$ cat config.mk
export PLATFORM = sky130hd
export DESIGN_NAME = ifetch_buffer
export DESIGN_NICKNAME = d
export VERILOG_FILES = /design/src/rtl/ifb_pkg.sv /design/src/rtl/ifb_fifo.sv /design/src/rtl/ifetch_buffer.sv
export SDC_FILE = /design/constraint.sdc
export NUM_CORES = 1
export LEC_CHECK = 0
export CORE_ASPECT_RATIO = 1.1
export CORE_MARGIN = 5
export CORE_UTILIZATION = 55
export CTS_BUF_LIST = sky130_fd_sc_hd__clkbuf_8
export DETAILED_ROUTE_END_ITERATION = 16
export GPL_ROUTABILITY_DRIVEN = 0
export GPL_TIMING_DRIVEN = 0
export HOLD_SLACK_MARGIN = 0.06
export MAX_ROUTING_LAYER = met4
export PLACE_DENSITY = 0.87
export RECOVER_POWER = 50
export SLEW_MARGIN = 20
export SYNTH_ARGS = -nofsm -noshare
export SYNTH_HDL_FRONTEND = slang
export SYNTH_SLANG_ARGS = --single-unit
$ cat constraint.sdc
create_clock -name clk -period 4 [get_ports clk]
set_clock_uncertainty 0.1 [all_clocks]
set_input_delay 0.6 -clock clk [delete_from_list [all_inputs] [get_ports clk]]
set_output_delay 0.6 -clock clk [all_outputs]
set_load 0.01 [all_outputs]
$ cat src/rtl/ifb_pkg.sv
// ifb_pkg: shared types and constants for the instruction prefetch buffer.
// Build option IFB_BYPASS_EN is consumed by ifetch_buffer, not here.
package ifb_pkg;

  typedef enum logic [1:0] {
    BOOT  = 2'd0,
    FETCH = 2'd1,
    DRAIN = 2'd2
  } state_e;

  typedef struct packed {
    logic [31:0] pc;
    logic [31:0] instr;
  } entry_t;

  localparam logic [31:0] NOP_INSTR = 32'h00000013;
  localparam logic [31:0] DEFAULT_RESET_PC = 32'h00400000;

  function automatic logic [31:0] word_align(input logic [31:0] a);
    return a & ~32'h3;
  endfunction

endpackage

$ cat src/rtl/ifb_fifo.sv
// ifb_fifo: DEPTH-entry queue of {pc, instr} with push, pop and clear.
// Clear wins over push/pop; the head is only meaningful when count_o != 0.
module ifb_fifo
  import ifb_pkg::*;
#(
  parameter int DEPTH = 4
) (
  input  logic                      clk,
  input  logic                      rst,
  input  logic                      push_i,
  input  logic                      pop_i,
  input  logic                      clear_i,
  input  logic [31:0]               pc_i,
  input  logic [31:0]               instr_i,
  output logic [$clog2(DEPTH):0]    count_o,
  output logic [31:0]               head_pc_o,
  output logic [31:0]               head_instr_o
);

  localparam int AW = $clog2(DEPTH);
  localparam int CW = AW + 1;

  entry_t        mem_q [DEPTH];
  entry_t        head;
  logic [AW-1:0] rd_q, rd_d;
  logic [AW-1:0] wr_q, wr_d;
  logic [CW-1:0] cnt_q, cnt_d;

  assign head         = mem_q[rd_q];
  assign head_pc_o    = head.pc;
  assign head_instr_o = head.instr;
  assign count_o      = cnt_q;

  // Pointer and occupancy next-state; pointers wrap on the power-of-2 depth.
  always_comb begin
    rd_d  = rd_q;
    wr_d  = wr_q;
    cnt_d = cnt_q + CW'(push_i) - CW'(pop_i);
    if (push_i) wr_d = wr_q + AW'(1);
    if (pop_i)  rd_d = rd_q + AW'(1);
    if (clear_i) begin
      rd_d  = '0;
      wr_d  = '0;
      cnt_d = '0;
    end
  end

  // Entry storage; contents past the tail are don't-care, so no reset.
  always_ff @(posedge clk) begin
    if (push_i) mem_q[wr_q] <= '{pc: pc_i, instr: instr_i};
  end

  // Pointer and occupancy registers.
  always_ff @(posedge clk) begin
    if (rst) begin
      rd_q  <= '0;
      wr_q  <= '0;
      cnt_q <= '0;
    end else begin
      rd_q  <= rd_d;
      wr_q  <= wr_d;
      cnt_q <= cnt_d;
    end
  end

endmodule

$ cat src/rtl/ifetch_buffer.sv
// ifetch_buffer: sequential instruction prefetch with redirect and flush.
// Define IFB_BYPASS_EN to forward a response straight to decode on empty.
module ifetch_buffer
  import ifb_pkg::*;
#(
  parameter int          DEPTH    = 4,
  parameter logic [31:0] RESET_PC = DEFAULT_RESET_PC
) (
  input  logic        clk,
  input  logic        rst,
  output logic        mem_req,
  output logic [31:0] mem_addr,
  input  logic        mem_gnt,
  input  logic        mem_rvalid,
  input  logic [31:0] mem_rdata,
  output logic        instr_valid,
  output logic [31:0] instr,
  output logic [31:0] instr_pc,
  input  logic        instr_ready,
  input  logic        redirect,
  input  logic [31:0] redirect_pc
);

  localparam int CW = $clog2(DEPTH) + 1;
  localparam logic [CW:0] LIMIT = DEPTH[CW:0];

  state_e        state_q, state_d;
  logic [31:0]   fetch_pc_q, fetch_pc_d;
  logic [31:0]   resp_pc_q, resp_pc_d;
  logic [CW-1:0] out_q, out_d;
  logic [CW-1:0] disc_q, disc_d;
  logic [CW-1:0] count;
  logic [CW:0]   occ;
  logic [31:0]   head_pc, head_instr;
  logic [31:0]   tgt;
  logic          gnt_fire, drop, push, pop;
  logic          fifo_push, fifo_pop;

  assign tgt      = word_align(redirect_pc);
  assign occ      = {1'b0, count} + {1'b0, out_q};
  assign mem_req  = !rst && (state_q != BOOT)
                  && !redirect && (occ < LIMIT);
  assign mem_addr = fetch_pc_q;
  assign gnt_fire = mem_req && mem_gnt;
  assign drop     = mem_rvalid && (disc_q != '0);
  assign push     = mem_rvalid && !drop && !redirect;

`ifdef IFB_BYPASS_EN
  logic byp;
  assign byp         = (count == '0) && (disc_q == '0) && mem_rvalid;
  assign instr_valid = (count != '0) || byp;
  assign instr       = (count != '0) ? head_instr
                     : (byp ? mem_rdata : NOP_INSTR);
  assign instr_pc    = (count != '0) ? head_pc : resp_pc_q;
  assign fifo_push   = push && !(byp && instr_ready);
`else
  assign instr_valid = (count != '0);
  assign instr       = instr_valid ? head_instr : NOP_INSTR;
  assign instr_pc    = instr_valid ? head_pc : resp_pc_q;
  assign fifo_push   = push;
`endif

  assign pop      = instr_valid && instr_ready;
  assign fifo_pop = pop && (count != '0);

  ifb_fifo #(.DEPTH(DEPTH)) u_fifo (
    .clk          (clk),
    .rst          (rst),
    .push_i       (fifo_push),
    .pop_i        (fifo_pop),
    .clear_i      (redirect),
    .pc_i         (resp_pc_q),
    .instr_i      (mem_rdata),
    .count_o      (count),
    .head_pc_o    (head_pc),
    .head_instr_o (head_instr)
  );

  // PCs, credit counters and FSM; a redirect turns in-flight words into discards.
  always_comb begin
    state_d    = state_q;
    fetch_pc_d = fetch_pc_q;
    resp_pc_d  = resp_pc_q;
    out_d      = out_q + CW'(gnt_fire) - CW'(mem_rvalid);
    disc_d     = disc_q - CW'(drop);
    if (gnt_fire) fetch_pc_d = fetch_pc_q + 32'd4;
    if (push)     resp_pc_d  = resp_pc_q + 32'd4;
    if (redirect) begin
      fetch_pc_d = tgt;
      resp_pc_d  = tgt;
      disc_d     = out_d;
    end
    unique case (state_q)
      BOOT:         state_d = FETCH;
      FETCH, DRAIN: state_d = (disc_d != '0) ? DRAIN : FETCH;
      default:      state_d = BOOT;
    endcase
  end

  // State registers.
  always_ff @(posedge clk) begin
    if (rst) begin
      state_q    <= BOOT;
      fetch_pc_q <= RESET_PC;
      resp_pc_q  <= RESET_PC;
      out_q      <= '0;
      disc_q     <= '0;
    end else begin
      state_q    <= state_d;
      fetch_pc_q <= fetch_pc_d;
      resp_pc_q  <= resp_pc_d;
      out_q      <= out_d;
      disc_q     <= disc_d;
    end
  end

endmodule

==> summary.txt <==
Floorplan row count - 61
Root buf cell - clkbuf_8
First-pass GRT wire length - 48,770 um
Synth area leaders - edfxtp_1 54%, dfxtp_1 11%, mux4_2 10%
Final Setup Violations - 0
Post-synth top area share - 0.5379
CTS max path bufs - 3
Post-synthesis cell count - 984
Peak VDD IR - 0.2263 mV
Final WS setup - 0.2541 ns
Hold WS - 0.3545 ns
Hold Crit Depth - 3
Commonest non-fill, non-tap cell in the layout - edfxtp_1
Leak Pwr - 5.835 nW
Post-synth EDFFs - 248
Vias in the first global route - 9,229
Max_cap viols - 1
Uppermost layer routed - met4
Number of clock sinks - 325
Final nets - 1,288
Dpl cell area - 15,960 um^2
DRT met1 WL - 12,600 um
Detailed-route via count - 9,056
Largest net degree at the start of global routing - 41
Post-route cell area - 16,800 um^2
Worst-path cell chain - dlygate4sd3_1, nor2_4, and4_4, inv_2, clkbuf_1, ha_1, inv_1, ha_1, fa_1, xnor2_1, xnor2_1, o2bb2ai_1, a21oi_1, nor3_1
DRT iter0 DRCs - 673
Fraction of layout cells with a size suffix above 1 - 0.1334
R2R depth - 14
Wire per inst - 20.03 um
Top cell type by total area after synthesis - edfxtp_1
Final core utilization - 0.6712
Flops & latches, synth - 325
Synthesized cell area - 13,850 um^2
Die W - 161.3 um
CP delay by family, top - buffers and inverters
Via density - 5.828
Sequential share of the synthesized area - 0.6492
Max Fclk - 267.0 MHz
Critical Path Stages - 14
Async SR Flop Fraction - 0
Slowest stage delay, CP - 0.69 ns
Crit path buf inv count - 4
Post-route ant nets - 0
CTS H-tree depth - 2
Avg Inst Size Synth - 14.07 um^2
Ys Warns - 0
Required time of the worst setup path - 4.36 ns
Fin crit period - 3.746 ns
Pre-Repair DR Iteration Count - 6
Most frequent cells in the layout - 248 x edfxtp_1, 143 x nand2_1, 96 x clkdlybuf4s50_1
Post_cts resized - 5
DP Worst Slack - -0.7719 ns
CP Capture Type - flip-flop
Non-Filler Instances - 1,554
RSZ-0062 raised after global routing - no
Cts bufs inserted - 48
Boundary Pins - 168
TritonCTS clock tree - yes
Startpoint Class - primary input
Drc violations - 0
WP data arrival - 4.11 ns
Clk_lat worst skew - 0.55 ns
Critical path type - in2reg
Area of the die - 28,450 um^2
Fin. Hold Viols - 0
DRT Wirelength - 31,130 um
Initial core utilization - 0.5531
Max Slew Vio Count - 10
Grt ovf - 0
Clock slew at reported path FFs - 0.06 ns
Setup Buffers After CTS - 0
Least-Margin Pin Slew - 1.661 ns
Post-CTS Hold Buffers - 0
Die Y - 176.4 um
Netlist cell types - 71
Area grow syn2layout - 21.36%
Final period utilization - 0.9365
Core area - 25,030 um^2
Final TNS setup - 0 ns
Initial antenna violation count - 1
CP Max Fanout - 10
DP Wirelength - 21,550 um
Dpl cells - 1,466
Overall Power - 7.370 mW
Met2 WL - 15,240 um
Hold WC Path Type - in2reg
Rel. slew slack - -0.1173
Status - finished with violations
Pwr dens - 438.6 nW/um^2
Violations in the final reports - capacitance limit, slew limit
All-Layer GR Usage - 0.2229
Top FF cell, synth - edfxtp_1
Critical path's slowest cell - dlygate4sd3_1
Port bufs - 160
Metal3 WL - 2443 um
cells in the mapped netlist, drive strengths merged (3+ instances only):
cell type / number
xor2: 22
inv: 29
nor3b: 5
nand3: 28
nor3: 14
a21oi: 28
a31oi: 7
a2111oi: 3
nand2: 143
nor2: 54
a21boi: 9
nor2b: 4
nor4: 9
or3: 5
edfxtp: 248
and3: 16
nand4: 25
a211oi: 12
dfxtp: 77
a41oi: 3
buf: 17
o21ai: 11
and4: 4
mux4: 62
ha: 16
or2: 4
nor4b: 3
o211ai: 3
mux2: 10
xnor2: 11
and2: 34
clkbuf: 38
state kept, by name (all words and copies together) (netlist names), named ones only:
signal and count:
disc_q 3, mem_addr 30, out_q 3, resp_pc_q 30, state_q 2, u_fifo.count_o 3
u_fifo.mem_q 248, u_fifo.rd_q 2, u_fifo.wr_q 2
final cells by class:
| type | instances | area, um^2 |
|---|---|---|
| Fill cell | 1686 | 8230 |
| Buffer | 54 | 246.5 |
| Inverter | 30 | 113.9 |
| Sequential cell | 325 | 8989 |
| Timing Repair Buffer | 164 | 1689 |
| Clock inverter | 36 | 166.4 |
| Clock buffer | 51 | 701.9 |
| Multi-Input combinational cell | 577 | 4498 |
| Tap cell | 315 | 394.1 |
| Antenna cell | 2 | 5.005 |
path summary, 6_finish.rpt:
check | slack, ns | from | endpoint
hold reg to reg | 0.41 | u_fifo.wr_q[1] | u_fifo.wr_q[1]
setup / recovery | 0.25 | redirect | state_q[0]
setup reg to reg | 0.29 | u_fifo.count_o[2] | state_q[0]
hold / removal | 0.35 | rst | u_fifo.count_o[0]
kinds of logic (layout without fill, tap and decap cells):
kind of cell             Yosys count  count (layout)  share of synthesized area
AND/OR/NAND/NOR                  352             352                     0.1271
XOR/XNOR                          33              33                    0.02087
flip-flops                       325             325                     0.6492
other                              1               6                  0.0002708
multiplexers                      74              74                     0.1107
AO/OA/AOI/OAI                     96              96                    0.04690
adder cells (fa/ha/maj)           18              18                    0.01735
buffers and inverters             85             335                    0.02756
power by group:
| group | internal [mW] | switching [mW] | leakage [nW] |
|---|---|---|---|
| Sequential | 3.79 | 0.128 | 2.89 |
| Clock | 1.24 | 1.18 | 0.520 |
| Combinational | 0.499 | 0.543 | 2.42 |
| Total | 5.52 | 1.85 | 5.84 |
metal layers:
| layer | global-route usage | up-vias |
|---|---|---|
| met5 | - | - |
| met4 | 0.06968 | 0 |
| met3 | 0.03596 | 77 |
| met2 | 0.3709 | 440 |
| met1 | 0.2859 | 4390 |
| li1 | - | 4149 |
worst min-delay path, cell delays in order:
cell,delay [ns]
buf_4,0.12
nor2_4,0.07
and2_1,0.15
No activity file was read; power rests on OpenSTA's default activity.
